[src/rtl/fetch_stage_pkg.sv]
// Shared constants for the fetch stage: next-PC select encodings, nop word, reset vector.
package fetch_stage_pkg;

  localparam logic [1:0] PCSRC_SEQ    = 2'b00;
  localparam logic [1:0] PCSRC_BRANCH = 2'b01;
  localparam logic [1:0] PCSRC_JUMP   = 2'b10;
  localparam logic [1:0] PCSRC_RSVD   = 2'b11;

  localparam logic [31:0] NOP_INSTR        = 32'h0000_0000;
  localparam logic [31:0] DEFAULT_RESET_PC = 32'h0000_0000;

endpackage

[src/rtl/pc_register.sv]
// Program counter with next-PC select, redirect alignment and sticky misalignment flag.
module pc_register
  import fetch_stage_pkg::*;
#(
  parameter int unsigned      WIDTH    = 32,
  parameter logic [WIDTH-1:0] RESET_PC = WIDTH'(DEFAULT_RESET_PC)
) (
  input  logic             clk,
  input  logic             rst,
  input  logic             stall_f,
  input  logic [1:0]       pc_src,
  input  logic [WIDTH-1:0] pc_branch,
  input  logic [WIDTH-1:0] pc_jump,
  output logic [WIDTH-1:0] pc_f,
  output logic [WIDTH-1:0] pc_plus4_c,
  output logic             misalign_err
);

  logic             redirect_c;
  logic [WIDTH-1:0] target_c;
  logic [WIDTH-1:0] next_pc_c;

  // Sequential increment wraps naturally; redirect targets are forced word-aligned.
  always_comb begin
    pc_plus4_c = pc_f + WIDTH'(4);
    redirect_c = 1'b0;
    target_c   = pc_plus4_c;
    case (pc_src)
      PCSRC_BRANCH: begin
        redirect_c = 1'b1;
        target_c   = pc_branch;
      end
      PCSRC_JUMP: begin
        redirect_c = 1'b1;
        target_c   = pc_jump;
      end
      default: begin
        redirect_c = 1'b0;
        target_c   = pc_plus4_c;
      end
    endcase
    next_pc_c = redirect_c ? {target_c[WIDTH-1:2], 2'b00} : pc_plus4_c;
  end

  // PC update; a stall holds the PC and drops any redirect presented that cycle.
  always_ff @(posedge clk or posedge rst) begin
    if (rst) begin
      pc_f <= RESET_PC;
    end else if (!stall_f) begin
      pc_f <= next_pc_c;
    end
  end

  // Sticky error: set only when a redirect is actually taken to an unaligned target.
  always_ff @(posedge clk or posedge rst) begin
    if (rst) begin
      misalign_err <= 1'b0;
    end else if (!stall_f && redirect_c && (target_c[1:0] != 2'b00)) begin
      misalign_err <= 1'b1;
    end
  end

endmodule

[src/rtl/fetch_stage.sv]
// Instruction fetch stage: PC register plus the IF/ID pipeline register.
module fetch_stage
  import fetch_stage_pkg::*;
#(
  parameter int unsigned      WIDTH    = 32,
  parameter logic [WIDTH-1:0] RESET_PC = WIDTH'(DEFAULT_RESET_PC)
) (
  input  logic             CLK,
  input  logic             RST,
  output logic [WIDTH-1:0] PC_F,
  input  logic [WIDTH-1:0] RD_F,
  input  logic             STALL_F,
  input  logic             STALL_D,
  input  logic             FLUSH_D,
  input  logic [1:0]       PC_SRC,
  input  logic [WIDTH-1:0] PC_BRANCH,
  input  logic [WIDTH-1:0] PC_JUMP,
  output logic [WIDTH-1:0] INSTR_D,
  output logic [WIDTH-1:0] PC_PLUS4_D,
  output logic             VALID_D,
  output logic             MISALIGN_ERR
);

  logic [WIDTH-1:0] pc_plus4_f;

  pc_register #(
    .WIDTH    (WIDTH),
    .RESET_PC (RESET_PC)
  ) u_pc_register (
    .clk          (CLK),
    .rst          (RST),
    .stall_f      (STALL_F),
    .pc_src       (PC_SRC),
    .pc_branch    (PC_BRANCH),
    .pc_jump      (PC_JUMP),
    .pc_f         (PC_F),
    .pc_plus4_c   (pc_plus4_f),
    .misalign_err (MISALIGN_ERR)
  );

  // IF/ID register: flush inserts a bubble and wins over stall.
  always_ff @(posedge CLK or posedge RST) begin
    if (RST) begin
      INSTR_D    <= WIDTH'(NOP_INSTR);
      PC_PLUS4_D <= '0;
      VALID_D    <= 1'b0;
    end else if (FLUSH_D) begin
      INSTR_D    <= WIDTH'(NOP_INSTR);
      PC_PLUS4_D <= '0;
      VALID_D    <= 1'b0;
    end else if (!STALL_D) begin
      INSTR_D    <= RD_F;
      PC_PLUS4_D <= pc_plus4_f;
      VALID_D    <= 1'b1;
    end
  end

endmodule

[config.mk]
export PLATFORM = sky130hd
export DESIGN_NAME = fetch_stage
export DESIGN_NICKNAME = d
export VERILOG_FILES = /design/src/rtl/fetch_stage_pkg.sv /design/src/rtl/pc_register.sv /design/src/rtl/fetch_stage.sv
export SDC_FILE = /design/constraint.sdc
export NUM_CORES = 1
export LEC_CHECK = 0
export CAP_MARGIN = 20
export CORE_ASPECT_RATIO = 2
export CORE_MARGIN = 2
export CORE_UTILIZATION = 50
export CTS_BUF_LIST = sky130_fd_sc_hd__clkbuf_2
export DETAILED_ROUTE_END_ITERATION = 16
export HOLD_SLACK_MARGIN = 0.05
export PLACE_DENSITY = 0.95
export SETUP_SLACK_MARGIN = 0.05
export SYNTH_ARGS = -nofsm -noshare
export SYNTH_HDL_FRONTEND = slang
export SYNTH_SLANG_ARGS = --single-unit
[constraint.sdc]
create_clock -name CLK -period 5.6 [get_ports CLK]
set_input_delay 1.68 -clock CLK [delete_from_list [all_inputs] [get_ports CLK]]
set_output_delay 1.68 -clock CLK [all_outputs]
set_load 0.005 [all_outputs]
==> results.md <==
- Final period utilization: 63.9%
- Sum Neg Setup Slack: 0 ns
- List of most frequent post-synthesis cells: sky130_fd_sc_hd__dfrtp_1, sky130_fd_sc_hd__nor2_1, sky130_fd_sc_hd__mux2i_1
- Pins Over Slew Limit: 0
- Clock transition at the registers of the reported paths: 0.28 ns
- Worst Clk Skew: roughly 0.025 ns
- Post-CTS Hold Fix Bufs: 0
- Gate count after technology mapping: approximately 570
- Most frequently used flop master after synthesis: sky130_fd_sc_hd__dfrtp_1
- Root buffer cell: sky130_fd_sc_hd__clkbuf_2
- Number of hold-slack violations in the final timing report: 0
- Achievable Freq: 280 MHz
- Maximum number of pins on one net before global-route repair: 75
- Power density over the cells: around 230 nW/µm²
- End-of-flow core utilization: 69.0%
- Filler Cell Count: slightly above 800
- Crit path capture type: flip-flop
- Layout cell share with drive strength beyond 1: 4.51%
- Starting utilization of the core area: approximately 51%
- Post-CTS setup-driven buffer insertion count: 0
- GP Congestion: 0.854
- TritonCTS clock tree: done
- Sequential group share of total power: 50.9%
- Switching share of total power: approximately 34%
- Remaining design rule violation count: 0
- Area share of the largest cell type after synthesis: 43.6%
- Max layer used: met4
- Floorplan die height: about 150 µm
- Setup repair after global routing missed its margin: no
- Mean instance size in the synthesized netlist: around 9.5 µm²
- Most repeated cell in the gate-level netlist after synthesis: sky130_fd_sc_hd__dfrtp_1
- Yosys top cell by area: sky130_fd_sc_hd__dfrtp_1
- Die width: around 78 µm
- Via density per instance: about 6.2
- Count of max-cap constraint violations: 0
- Total congestion overflow after global routing: 0
- Top Ports: 201
- Met3 routed WL: between 1500 and 2000 µm
- Number of warnings printed during yosys synthesis: 0
- Switching component of the power: just under 600 µW
- Highest ir drop seen on vdd: ~0.13 mV
- Vias: roughly 5.4k
- Gate power share: between 30% and 40%
- Maximum fanout count along the critical path: 27
- Maximum single-stage delay on the critical path: ~0.63 ns
- WL/cell: 18.0 µm
- EDFF count, synth: 0
- Area growth, synth to finish: 36.0%
- Leakage component of the power: approximately 0.0030 µW
- HPWL reported at the end of detailed placement: roughly 11000 µm
- Initial antenna violation count: 0
- Final critical path time including I/O delays and setup: 3.58 ns
- Outcome: finished, final reports clean
- Routed length on met1: around 6300 µm
- Kind of start point of the critical path: primary input
- CP Cell Sequence: clkdlybuf4s50_1 -> inv_1 -> ha_2 -> inv_1 -> or3_1 -> nor3_1 -> a2111oi_0
- Via count of the first global-routing pass: about 4.8k
- Number of optimization iterations in the first detailed-route pass: 7
- Number of levels the H-tree was split into: 3
- Part of the power in the clock network: 18.5%
- Maximum count of clock buffers along a single path: 2
- Number of cell rows: 54
- Standard cell core area: approximately 11000 µm²
- Crit path max-delay cell type: sky130_fd_sc_hd__ha_2
- Post-synthesis sequential area ratio: approximately 44%
- Leading post-synthesis cells by cell area: sky130_fd_sc_hd__dfrtp_1, sky130_fd_sc_hd__mux2i_1, sky130_fd_sc_hd__nor2_1, sky130_fd_sc_hd__a211oi_1, sky130_fd_sc_hd__a221o_1
- Violation count after the first detailed-routing iteration: 629
- Data required, critical path: ~6.0 ns
- Crit path top cell by count: sky130_fd_sc_hd__inv_1
- Insertion delay of the later-clocked pin in the worst-skew pair: between 0.5 and 0.6 ns
- Cell variety after synth: 56
- Cell total after placement: 854
- Worst endpoint data arrival time: 4.00 ns
- Async set-or-reset flop fraction in the synthesized netlist: 100%
- Number of sinks driven by the clock tree: between 90 and 100
- Class of the worst hold path: reg2reg
- Transition time at the pin with the least slew margin: about 1.2 ns
- Met2 wirelength from detailed routing: about 7600 µm
- Post-cts resize count: 0
- Mapped Area: about 5500 µm²
- Antenna viol nets, final: 0
- Final setup viols: 0
- TritonCTS Buffers: 9
- Post-route design area: approximately 7400 µm²
- First-pass GRT wire length: roughly 25000 µm
- Area enclosed by the die boundary: about 12000 µm²
- Type of the worst setup path: in2reg
- Diode count: 0
- Setup Slack @ Placement: approximately 1.4 ns
- Post-layout nets: ~830
- Register bit count reported by yosys: 95
- Relative slew slack: 23.2%
- Standard cell area after detailed placement: around 7300 µm²
- Design internal power: around 1100 µW
- Non-filler cells, final: ~870
- Count of buffers from port buffering: approximately 200
- All-Layer GR Usage: a little over a quarter
- Aggregate routed wire length: between 15000 and 20000 µm
- Worst setup margin: 2.02 ns
## critical path, delay by kind of cell
kind,cells,cell delay (ns)
adders and majority gates,1,0.63
buffers and inverters,3,1.00
and+or+nand+nor,2,0.58
AOI/OAI and AO/OA,1,0.10
## layout by cell type, fill, tap and decap left out, drive strengths merged, types with 3 or more instances in the layout
| master | count |
|---|---|
| a221o | 14 |
| o31a | 3 |
| and2 | 3 |
| clkdlybuf4s50 | 195 |
| ha | 3 |
| nand2 | 24 |
| nor4 | 11 |
| inv | 20 |
| xnor2 | 6 |
| and3 | 3 |
| a22oi | 3 |
| o21ai | 20 |
| nor2 | 71 |
| clkinv | 4 |
| a221oi | 12 |
| a41oi | 3 |
| nor3b | 6 |
| buf | 9 |
| nand4 | 12 |
| a31oi | 7 |
| clkbuf | 9 |
| a2111oi | 7 |
| nand3 | 13 |
| mux2i | 44 |
| nand3b | 6 |
| dfrtp | 95 |
| a311oi | 14 |
| and4 | 9 |
| or3 | 10 |
| a211oi | 19 |
| nor3 | 15 |
| a21oi | 24 |
| o22a | 10 |
| xor2 | 6 |
## area by class of cell
| class | instances | area, µm² | area share, % |
|---|---|---|---|
| Sequential cell | 95 | 2380 | 32.1 |
| Inverter | 18 | 70.1 | 0.946 |
| Clock buffer | 9 | 45.0 | 0.608 |
| Multi-Input combinational cell | 398 | 2670 | 36.0 |
| Clock inverter | 7 | 55.1 | 0.743 |
| Tap cell | 140 | 175 | 2.36 |
| Timing Repair Buffer | 204 | 2020 | 27.3 |
## state kept, by name, indices dropped and copies added (netlist names)
| name | count |
|---|---|
| PC_PLUS4_D | 31 |
| INSTR_D | 32 |
| u_pc_register.misalign_err | 1 |
| u_pc_register.pc_f | 30 |
| VALID_D | 1 |
## routing by layer
layer / global-route usage (%) / vias up
met2: 42.2 / 364
li1: - / 2439
met3: 5.04 / 35
met1: 36.0 / 2569
met4: 8.04 / 0
met5: 0 / -
## final timing paths
path / from / endpoint / slack [ns] / cells past startpoint
min in group asynchronous: RST / INSTR_D[31] / 1.56 / 2
worst min register to register: u_pc_register.misalign_err / u_pc_register.misalign_err / 0.54 / 1
worst min-delay path: u_pc_register.misalign_err / u_pc_register.misalign_err / 0.54 / 1
worst max register to register: u_pc_register.pc_f[2] / PC_PLUS4_D[30] / 2.65 / 5
max in group asynchronous: RST / u_pc_register.pc_f[29] / 3.12 / 3
worst max-delay path: PC_SRC[0] / u_pc_register.pc_f[21] / 2.02 / 7
## through the flow
stage	total power (µW)	hold WS [ns]
6_report	1730	0.538
5_1_grt	1820	0.567
4_1_cts	1720	0.551
3_5_place_dp	1410	0.494
3_3_place_gp	1390	0.487
2_1_floorplan	1120	0.451
## power groups by stage
stage | clock network, µW | logic (µW) | registers, µW
3_3_place_gp | 0 | 510 | 878
4_1_cts | 320 | 527 | 874
2_1_floorplan | 0 | 277 | 847
3_5_place_dp | 0 | 525 | 886
6_report | 318 | 529 | 879
5_1_grt | 349 | 574 | 894
## cells by family after synthesis
| kind of cell | Yosys count | share of synthesized area, % |
|---|---|---|
| AO/OA/AOI/OAI | 149 | 20.5 |
| XOR/XNOR | 12 | 1.93 |
| adder cells (fa/ha/maj) | 3 | 0.689 |
| buffers and inverters | 80 | 7.55 |
| flip-flops | 95 | 43.6 |
| multiplexers | 44 | 8.08 |
| other | 1 | 0.0688 |
| AND/OR/NAND/NOR | 188 | 17.5 |
(Power assumes the default switching activity.)
